$ cat src/rtl/stream_pkg.sv
// stream_pkg: shared beat-field positions, default width and arbiter state encoding for stream_pkt_arb.
package stream_pkg;
    localparam int DEF_DATA_WIDTH = 26;
    localparam int SOP_BIT = DEF_DATA_WIDTH - 1;
    localparam int EOP_BIT = DEF_DATA_WIDTH - 2;
    // Encodings double as the one-hot grant output.
    typedef enum logic [1:0] {
        IDLE   = 2'b00,
        GRANT0 = 2'b01,
        GRANT1 = 2'b10
    } arb_state_t;
endpackage

$ cat src/rtl/stream_arb_oreg.sv
// stream_arb_oreg: single valid/ready register stage; holds data stable until the sink accepts it.
module stream_arb_oreg #(
    parameter int DATA_WIDTH = 26
) (
    input  logic                  clk,
    input  logic                  rst,
    input  logic                  in_valid_i,
    output logic                  in_ready_o,
    input  logic [DATA_WIDTH-1:0] in_data_i,
    output logic                  out_valid_o,
    input  logic                  out_ready_i,
    output logic [DATA_WIDTH-1:0] out_data_o
);
    logic                  valid_q, valid_d;
    logic [DATA_WIDTH-1:0] data_q, data_d;
    assign in_ready_o  = ~valid_q | out_ready_i;
    assign out_valid_o = valid_q;
    assign out_data_o  = data_q;
    always_comb begin
        valid_d = in_ready_o ? in_valid_i : valid_q;
        data_d  = (in_ready_o & in_valid_i) ? in_data_i : data_q;
    end
    always_ff @(posedge clk) begin
        if (rst) begin
            valid_q <= 1'b0;
            data_q  <= '0;
        end else begin
            valid_q <= valid_d;
            data_q  <= data_d;
        end
    end
endmodule

$ cat src/rtl/stream_pkt_arb.sv
// stream_pkt_arb: two-source packet-granular round-robin arbiter with a registered output stage.
// Optional statistics counters are built when STREAM_ARB_STATS_EN is defined.
module stream_pkt_arb
    import stream_pkg::*;
#(
    parameter int DATA_WIDTH = DEF_DATA_WIDTH,
    parameter int CNT_WIDTH  = 16
) (
    input  logic                  clk,
    input  logic                  rst,
    input  logic                  s0_valid,
    output logic                  s0_ready,
    input  logic [DATA_WIDTH-1:0] s0_data,
    input  logic                  s1_valid,
    output logic                  s1_ready,
    input  logic [DATA_WIDTH-1:0] s1_data,
    output logic                  m_valid,
    input  logic                  m_ready,
    output logic [DATA_WIDTH-1:0] m_data,
`ifdef STREAM_ARB_STATS_EN
    output logic [CNT_WIDTH-1:0]  pkt_cnt0,
    output logic [CNT_WIDTH-1:0]  pkt_cnt1,
    output logic [CNT_WIDTH-1:0]  drop_cnt,
`endif
    output logic [1:0]            grant
);
    localparam int SOP = DATA_WIDTH - DEF_DATA_WIDTH + SOP_BIT;
    localparam int EOP = DATA_WIDTH - DEF_DATA_WIDTH + EOP_BIT;
    arb_state_t            state_q, state_d;
    logic                  last_q, last_d;
    logic                  acc, e0, e1, idle, pick1, sel_valid, sel_ready, hit;
    logic [DATA_WIDTH-1:0] sel_data;
    assign idle  = state_q == IDLE;
    assign e0    = s0_valid & s0_data[SOP];
    assign e1    = s1_valid & s1_data[SOP];
    assign grant = state_q;
    // In IDLE a tie goes to the source that did not own the last packet.
    assign pick1 = idle ? e1 & (~e0 | ~last_q) : state_q == GRANT1;
    always_comb begin
        s0_ready = 1'b0;
        s1_ready = 1'b0;
        if (!rst) begin
            s0_ready = idle ? (e0 ? ~pick1 & acc : 1'b1) : ~pick1 & acc;
            s1_ready = idle ? (e1 ? pick1 & acc : 1'b1) : pick1 & acc;
        end
    end
    assign sel_valid = pick1 ? s1_valid : s0_valid;
    assign sel_ready = pick1 ? s1_ready : s0_ready;
    assign sel_data  = pick1 ? s1_data : s0_data;
    // Non-SOP beats accepted in IDLE are discards, never forwarded.
    assign hit = sel_valid & sel_ready & (~idle | sel_data[SOP]);
    always_comb begin
        state_d = state_q;
        last_d  = last_q;
        if (hit) begin
            state_d = sel_data[EOP] ? IDLE : (pick1 ? GRANT1 : GRANT0);
            last_d  = sel_data[EOP] ? pick1 : last_q;
        end
    end
    always_ff @(posedge clk) begin
        if (rst) begin
            state_q <= IDLE;
            last_q  <= 1'b1;
        end else begin
            state_q <= state_d;
            last_q  <= last_d;
        end
    end
    stream_arb_oreg #(.DATA_WIDTH(DATA_WIDTH)) u_oreg (
        .clk        (clk),
        .rst        (rst),
        .in_valid_i (hit),
        .in_ready_o (acc),
        .in_data_i  (sel_data),
        .out_valid_o(m_valid),
        .out_ready_i(m_ready),
        .out_data_o (m_data)
    );
`ifdef STREAM_ARB_STATS_EN
    logic                 d0, d1, eop0, eop1;
    logic [CNT_WIDTH-1:0] pkt0_q, pkt1_q, drop_q;
    assign d0   = idle & s0_valid & s0_ready & ~s0_data[SOP];
    assign d1   = idle & s1_valid & s1_ready & ~s1_data[SOP];
    assign eop0 = hit & ~pick1 & sel_data[EOP];
    assign eop1 = hit & pick1 & sel_data[EOP];
    always_ff @(posedge clk) begin
        if (rst) begin
            pkt0_q <= '0;
            pkt1_q <= '0;
            drop_q <= '0;
        end else begin
            pkt0_q <= pkt0_q + CNT_WIDTH'(eop0);
            pkt1_q <= pkt1_q + CNT_WIDTH'(eop1);
            drop_q <= drop_q + CNT_WIDTH'(d0) + CNT_WIDTH'(d1);
        end
    end
    assign pkt_cnt0 = pkt0_q;
    assign pkt_cnt1 = pkt1_q;
    assign drop_cnt = drop_q;
`endif
endmodule

$ cat config.mk
export PLATFORM = sky130hd
export DESIGN_NAME = stream_pkt_arb
export DESIGN_NICKNAME = d
export VERILOG_FILES = /design/src/rtl/stream_pkg.sv /design/src/rtl/stream_arb_oreg.sv /design/src/rtl/stream_pkt_arb.sv
export SDC_FILE = /design/constraint.sdc
export NUM_CORES = 1
export LEC_CHECK = 0
export CAP_MARGIN = 20
export CELL_PAD_IN_SITES_DETAIL_PLACEMENT = 0
export CELL_PAD_IN_SITES_GLOBAL_PLACEMENT = 1
export CORE_ASPECT_RATIO = 2
export CORE_MARGIN = 3
export CORE_UTILIZATION = 33
export DETAILED_ROUTE_END_ITERATION = 12
export PLACE_DENSITY_LB_ADDON = 0.1
export SETUP_SLACK_MARGIN = 0.4
export SLEW_MARGIN = 25
export SYNTH_ARGS = -nofsm -noshare
export SYNTH_HDL_FRONTEND = slang
export SYNTH_SLANG_ARGS = --single-unit
$ cat constraint.sdc
create_clock -name clk -period 4.45 [get_ports clk]
set_input_delay 0.89 -clock clk [delete_from_list [all_inputs] [get_ports clk]]
set_output_delay 0.89 -clock clk [all_outputs]
set_load 0.005 [all_outputs]
* Yosys cells after proc, flatten, opt, wreduce, memory -nomap -nowiden
Index checks and enable logic that the tools add are counted.
** Operators by class
- Eq/ne operators :: 1
- Multiplexer cells :: 12
- Bitwise operators :: 16
- Reduce and logical (&&, ||, !) cells :: 2
** Operators by type and width (count)
- $mux W26 :: 1
- $mux W1 :: 9
- $and A1 B1 Y1 :: 8
- $not A1 Y1 :: 5
- $mux W2 :: 2
- $or A1 B1 Y1 :: 3
- $eq A2 B2 Y1 const B :: 1
- $logic_not A2 Y1 :: 1
- $reduce_and A2 Y1 :: 1
** Word-level totals
- Register bits after elaboration :: 30
- Output and inout port bits :: 31
- Logic and storage cells :: 35

* Logic depth before layout (Yosys ltp)
- Word-level depth :: 14
- Depth in mapped cells :: 7
- Mapped depth without buffers :: 4

* Cells and area by module
From an unflattened synthesis, not the netlist that was laid out.
** Unflattened totals
- Cells, all modules :: 239
- Area total of the unflattened synthesis :: 1861.8 um^2
** Modules (own cells, without submodules)
- stream_arb_oreg :: instances 1, cells each 123, area an instance 1265.0 um^2, seq. area each 540.5 um^2
- stream_pkt_arb :: instances 1, cells each 116, area an instance 596.8 um^2, seq. area each 60.1 um^2

* Worst setup path before layout
OpenSTA, ideal clock, no wires.
- Kind :: input to output
- Start :: input port s0_data[25]
- End :: output port s1_ready
- Arrival :: 1.842 ns
- Required time :: 3.560 ns
- Slack :: 1.718 ns
- Cell stages on the path :: 6
- Buffers on the path :: 2
- Cell sequence :: buf_6 and4b_4 buf_6 nor3_4 nand2_1 a21oi_1
** On the way
- Longest elaborated chain between the ends :: 9
** Ends and longest elaborated chain
- start, declared :: RTL line stream_pkt_arb.sv:13 : input logic [DATA_WIDTH-1:0] s0_data,
- $and A1 B1 Y1 * :: RTL line stream_pkt_arb.sv:34 : assign e0 = s0_valid & s0_data[SOP];
- $not A1 Y1 * :: RTL line stream_pkt_arb.sv:38 : assign pick1 = idle ? e1 & (~e0 | ~last_q) : state_q == GRANT1;
- $or A1 B1 Y1 * :: RTL line stream_pkt_arb.sv:38
- $and A1 B1 Y1 * :: RTL line stream_pkt_arb.sv:38
- $mux W1 * :: RTL line stream_pkt_arb.sv:38
- $and A1 B1 Y1 * :: RTL line stream_pkt_arb.sv:44 : s1_ready = idle ? (e1 ? pick1 & acc : 1'b1) : pick1 & acc;
- $mux W1 :: RTL line stream_pkt_arb.sv:44
- $mux W1 * :: RTL line stream_pkt_arb.sv:44
- $mux W1 * :: RTL line stream_pkt_arb.sv:42 : if (!rst) begin
- end, declared :: RTL line stream_pkt_arb.sv:15 : output logic s1_ready,
Mark *: on every way between the ends. The rest lies on a longest branch, timed or not.

* Final worst setup path
Same ends and word-level chain as after synthesis.

==> reports/results.md <==
| Step | Result | Reported |
| --- | --- | --- |
| hold path | Worst hold path type | reg -> reg |
| setup path | Maximum fanout along the worst path | 27 |
| placed design | Post-detail-place hpwl | 4270 um |
| timing | Max Clock Skew | 0.00192 ns |
| synth | Leading area contributor after synthesis | dfxtp_1 |
| power and ir drop | Sequential fraction of design power | 33.3% |
| setup path | Cell depth of the worst flop-to-flop path | 6 |
| run status | Result of the run | completed |
| synth | Total nets after synthesis | 277 |
| power and ir drop | Maximum vdd drop | 0.164 mV |
| timing | Post-route clock period utilization | 81.0% |
| setup path | Kind of end point of the critical path | output port |
| floorplan | Top-Level Pins | 88 |
| power and ir drop | Switching share of power | 26.7% |
| cts | Postcts setup bufs | 0 |
| synth | Area contributors post-synth | dfxtp_1 (30%), mux2_4 (13%), o31ai_1 (9.3%), nor2b_1 (8.0%), nand4_1 (7.7%) |
| flow run | Max-Cap Viols | 0 |
| timing | Final worst path period need | 3.61 ns |
| timing | Maximum clock rate | 277 MHz |
| timing | Final Setup Violations | 0 |
| cts | Clock tree from TritonCTS | yes |
| floorplan | Placeable Area | 5810 um^2 |
| setup path | Worst EP required | 3.56 ns |
| grt | Grt total ovfl | 0 |
| synth | Post-synthesis sequential area ratio | 29.6% |
| timing | Worst-Margin Slew | 0.877 ns |
| routing | Via-per-instance ratio | 5.58 |
| synth | Predominant post-synthesis flop cell | dfxtp_1 |
| cts | Post-CTS resize count | 0 |
| power and ir drop | Cell leakage power | 1.14 nW |
| setup path | Worst R2R End | u_oreg.out_data_o[12] |
| cts | Max Buffers Root-to-Sink | 2 |
| grt | Global-route wire length before repair | 9940 um |
| cts | Number of clock sinks | 30 |
| routing | Post-route ant nets | 0 |
| layout | Filler Cells Inserted | 557 |
| cts | Clock tree root buffer cell | clkbuf_16 |
| cts | Clock edge transition at the registers on the reported setup and hold paths | 0.05 ns |
| setup path | Worst-case register-to-register setup slack | 1.98 ns |
| synth | Avg Inst Size Synth | 9.21 um^2 |
| placed design | Number of port buffers | 87 |
| routing | Post-detailed-routing wire length | 6290 um |
| routing | Routed length per instance | 17.6 um |
| synth | Distinct cell type count of the synthesized netlist | 37 |
| placed design | Routability cong. | 0.798 |
| setup path | Top Family by Delay on Critical Path | buffers and inverters |
| power and ir drop | Portion of total power attributed to the clock network | 36.1% |
| cts | Worst-Skew Late Latency | 0.27 ns |
| floorplan | Die area | 7180 um^2 |
| timing | Final setup TNS | 0 ns |
| power and ir drop | Pwr per Cell Area | 312 nW/um^2 |
| setup path | CP arrival | 2.72 ns |
| synth | YS warnings | 0 |
| timing | Worst slack on hold paths | 0.565 ns |
| routing | Total number of vias | 1993 |
| grt | Global routing met1 resource utilization | 22.3% |
| synth | #FFs+latches synth | 30 |
| cts | TritonCTS buffer count | 5 |
| layout | Final Cell Area | 3020 um^2 |
| synth | FFs w/ async S/R, synth | 0% |
| setup path | CP startpoint kind | primary input |
| grt | GRT Util Overall | 18.3% |
| power and ir drop | Internal Dissipation | 690 uW |
| cts | Clock H-tree levels | 2 |
| timing | Total count of hold-check failures in the final report | 0 |
| setup path | Library cell appearing most often on the critical path | clkdlybuf4s50_1 |
| hold path | Worst Hold Depth | 2 |
| floorplan | Number of cell rows | 39 |
| cts | Hold buffer count at CTS | 0 |
| layout | Layout overhead on the synthesized area | 49.1% |
| floorplan | Height of the chip | 117 um |
| grt | Maximum number of pins on one net before global-route repair | 60 |
| setup path | Cell with the biggest individual delay on the critical path | clkdlybuf4s50_1 |
| routing | Detailed router's first-iteration violation count | 100 |
| layout | Total Nets Final | 352 |
| placed design | Worst setup slack before clock tree synthesis | 0.826 ns |
| routing | DRT Pass-1 Iters | 4 |
| hold path | Endpoint with the worst hold slack | last_q |
| setup path | Combined buffer and inverter count along the critical path | 2 |
| timing | Worst rel slew slack | 41.5% |
| hold path | Launch instance of the worst min-delay path | last_q |
| floorplan | Die boundary width | 61.4 um |
| timing | Setup repair after global routing missed its margin | no |
| setup path | Worst Setup Path Type | in -> out |
| power and ir drop | Part of the power in combinational logic | 30.5% |
| grt | Most Used Layer, Global Route | met2 |
| setup path | Stage delay of the slowest cell on the critical path | 0.62 ns |
| synth | Synthesized instance count | 220 |
| synth | Post-synth EDFFs | 0 |
| layout | N_diodes | 0 |
| grt | Number of global-route vias before repair | 1984 |
| synth | Cell area after technology mapping | 2030 um^2 |
| setup path | Critical register-to-register path startpoint | grant[1] |
| power and ir drop | Switching power summed over all nets | 252 uW |
| grt | Fraction of met2 tracks used by global routing | 31.5% |
| setup path | CP cell instances | clkdlybuf4s50_1 > and4b_4 > nor3_4 > nand2_1 > a21oi_1 > clkdlybuf4s50_1 |
| placed design | Placement-stage cell area | 2870 um^2 |
| layout | Fraction of layout instances using a drive strength above 1 | 15.2% |
| grt | Antenna violations before repair | 0 |
| timing | Setup slack of the critical path after layout | 0.845 ns |
| grt | Met3 global-route usage | 2.74% |
| floorplan | Initial Utilization | 34.9% |
| routing | Total DRC errors in the routed layout | 0 |
| synth | Synth top area share | 29.6% |
| timing | Max Slew Vio Count | 0 |
tightest hold or removal path, stage by stage, from the launching register on:
cell      delay, ns
dfxtp_1        0.37
a31oi_1        0.06
o21bai_1       0.10
power by group through the flow:
stage / clock network, mW / logic [mW] / registers, mW
CTS: 0.349 / 0.291 / 0.315
detailed placement: 0 / 0.290 / 0.319
global placement: 0 / 0.290 / 0.319
global route: 0.361 / 0.313 / 0.318
finish: 0.340 / 0.288 / 0.314
floorplan: 0 / 0.160 / 0.317
worst max path at each step:
| stage | endpoint | from | cells after the start | slack (ns) |
|---|---|---|---|---|
| after floorplan | s1_ready | s0_data[25] | 6 | 1.72 |
| after detailed placement | s1_ready | s0_data[25] | 6 | 0.83 |
| after global placement | s1_ready | s0_data[25] | 6 | 0.83 |
| after global routing | s1_ready | s0_data[25] | 6 | 0.70 |
| final | s1_ready | s0_data[25] | 6 | 0.84 |
| after CTS | s1_ready | s0_data[25] | 6 | 0.82 |
through the flow:
stage	instances	total power, mW	util (%)
6_report	357	0.942	52.0
5_1_grt	357	0.992	52.0
4_1_cts	357	0.954	52.0
3_5_place_dp	349	0.609	49.5
3_3_place_gp	349	0.609	49.5
2_1_floorplan	220	0.478	-
layer usage:
layer  vias to the layer above  wire length (um)
met3                         7               338
met2                        79              3340
met1                       918              2540
li1                        989                 -
met4                         0                74
met5                         -                 0
flip-flops by register name (all words and copies together), names as in the netlist:
register,cells
last_q,1
grant,2
u_oreg.out_valid_o,1
u_oreg.out_data_o,26
cell usage in the layout, fill, tap and decap left out, types with 3 or more instances in the layout:
cell,instances
nand2b_1,4
buf_4,7
dfxtp_1,30
clkbuf_16,5
nand4_1,25
nor2b_1,26
mux2_4,18
clkdlybuf4s50_1,86
a21oi_1,29
nand2_1,3
mux2_2,7
o31ai_1,25
synth_stat cells (2+ instances only):
cell type / count
dfxtp_1: 30
a21oi_1: 29
nor2b_1: 26
nand4_1: 25
o31ai_1: 25
clkbuf_1: 19
mux2_4: 18
mux2_2: 7
nand2b_1: 4
nand2_1: 3
a211o_1: 2
buf_12: 2
buf_6: 2
nand4b_1: 2
nor2_1: 2
o21ai_0: 2
o221ai_1: 2
area by class of cell:
cell class              count  area [um^2]  share of cell area (%)
repair buffers             93          913                    30.2
clock inverters             1         5.00                   0.166
clock buffers               7          143                    4.72
well taps                  61         76.3                    2.53
flip-flops and latches     30          601                    19.9
multi-input cells         164         1280                    42.4
inverters                   1         3.75                   0.124
logic make-up (layout without fill, tap and decap cells):
group	Yosys count	count (layout)	share of synthesized area [%]
and+or+nand+nor	67	67	21.2
AOI/OAI and AO/OA	71	71	24.2
DFF	30	30	29.6
muxes	26	26	17.7
buffers and inverters	26	102	7.22
Note: power is estimated with default switching activity, not from simulation.
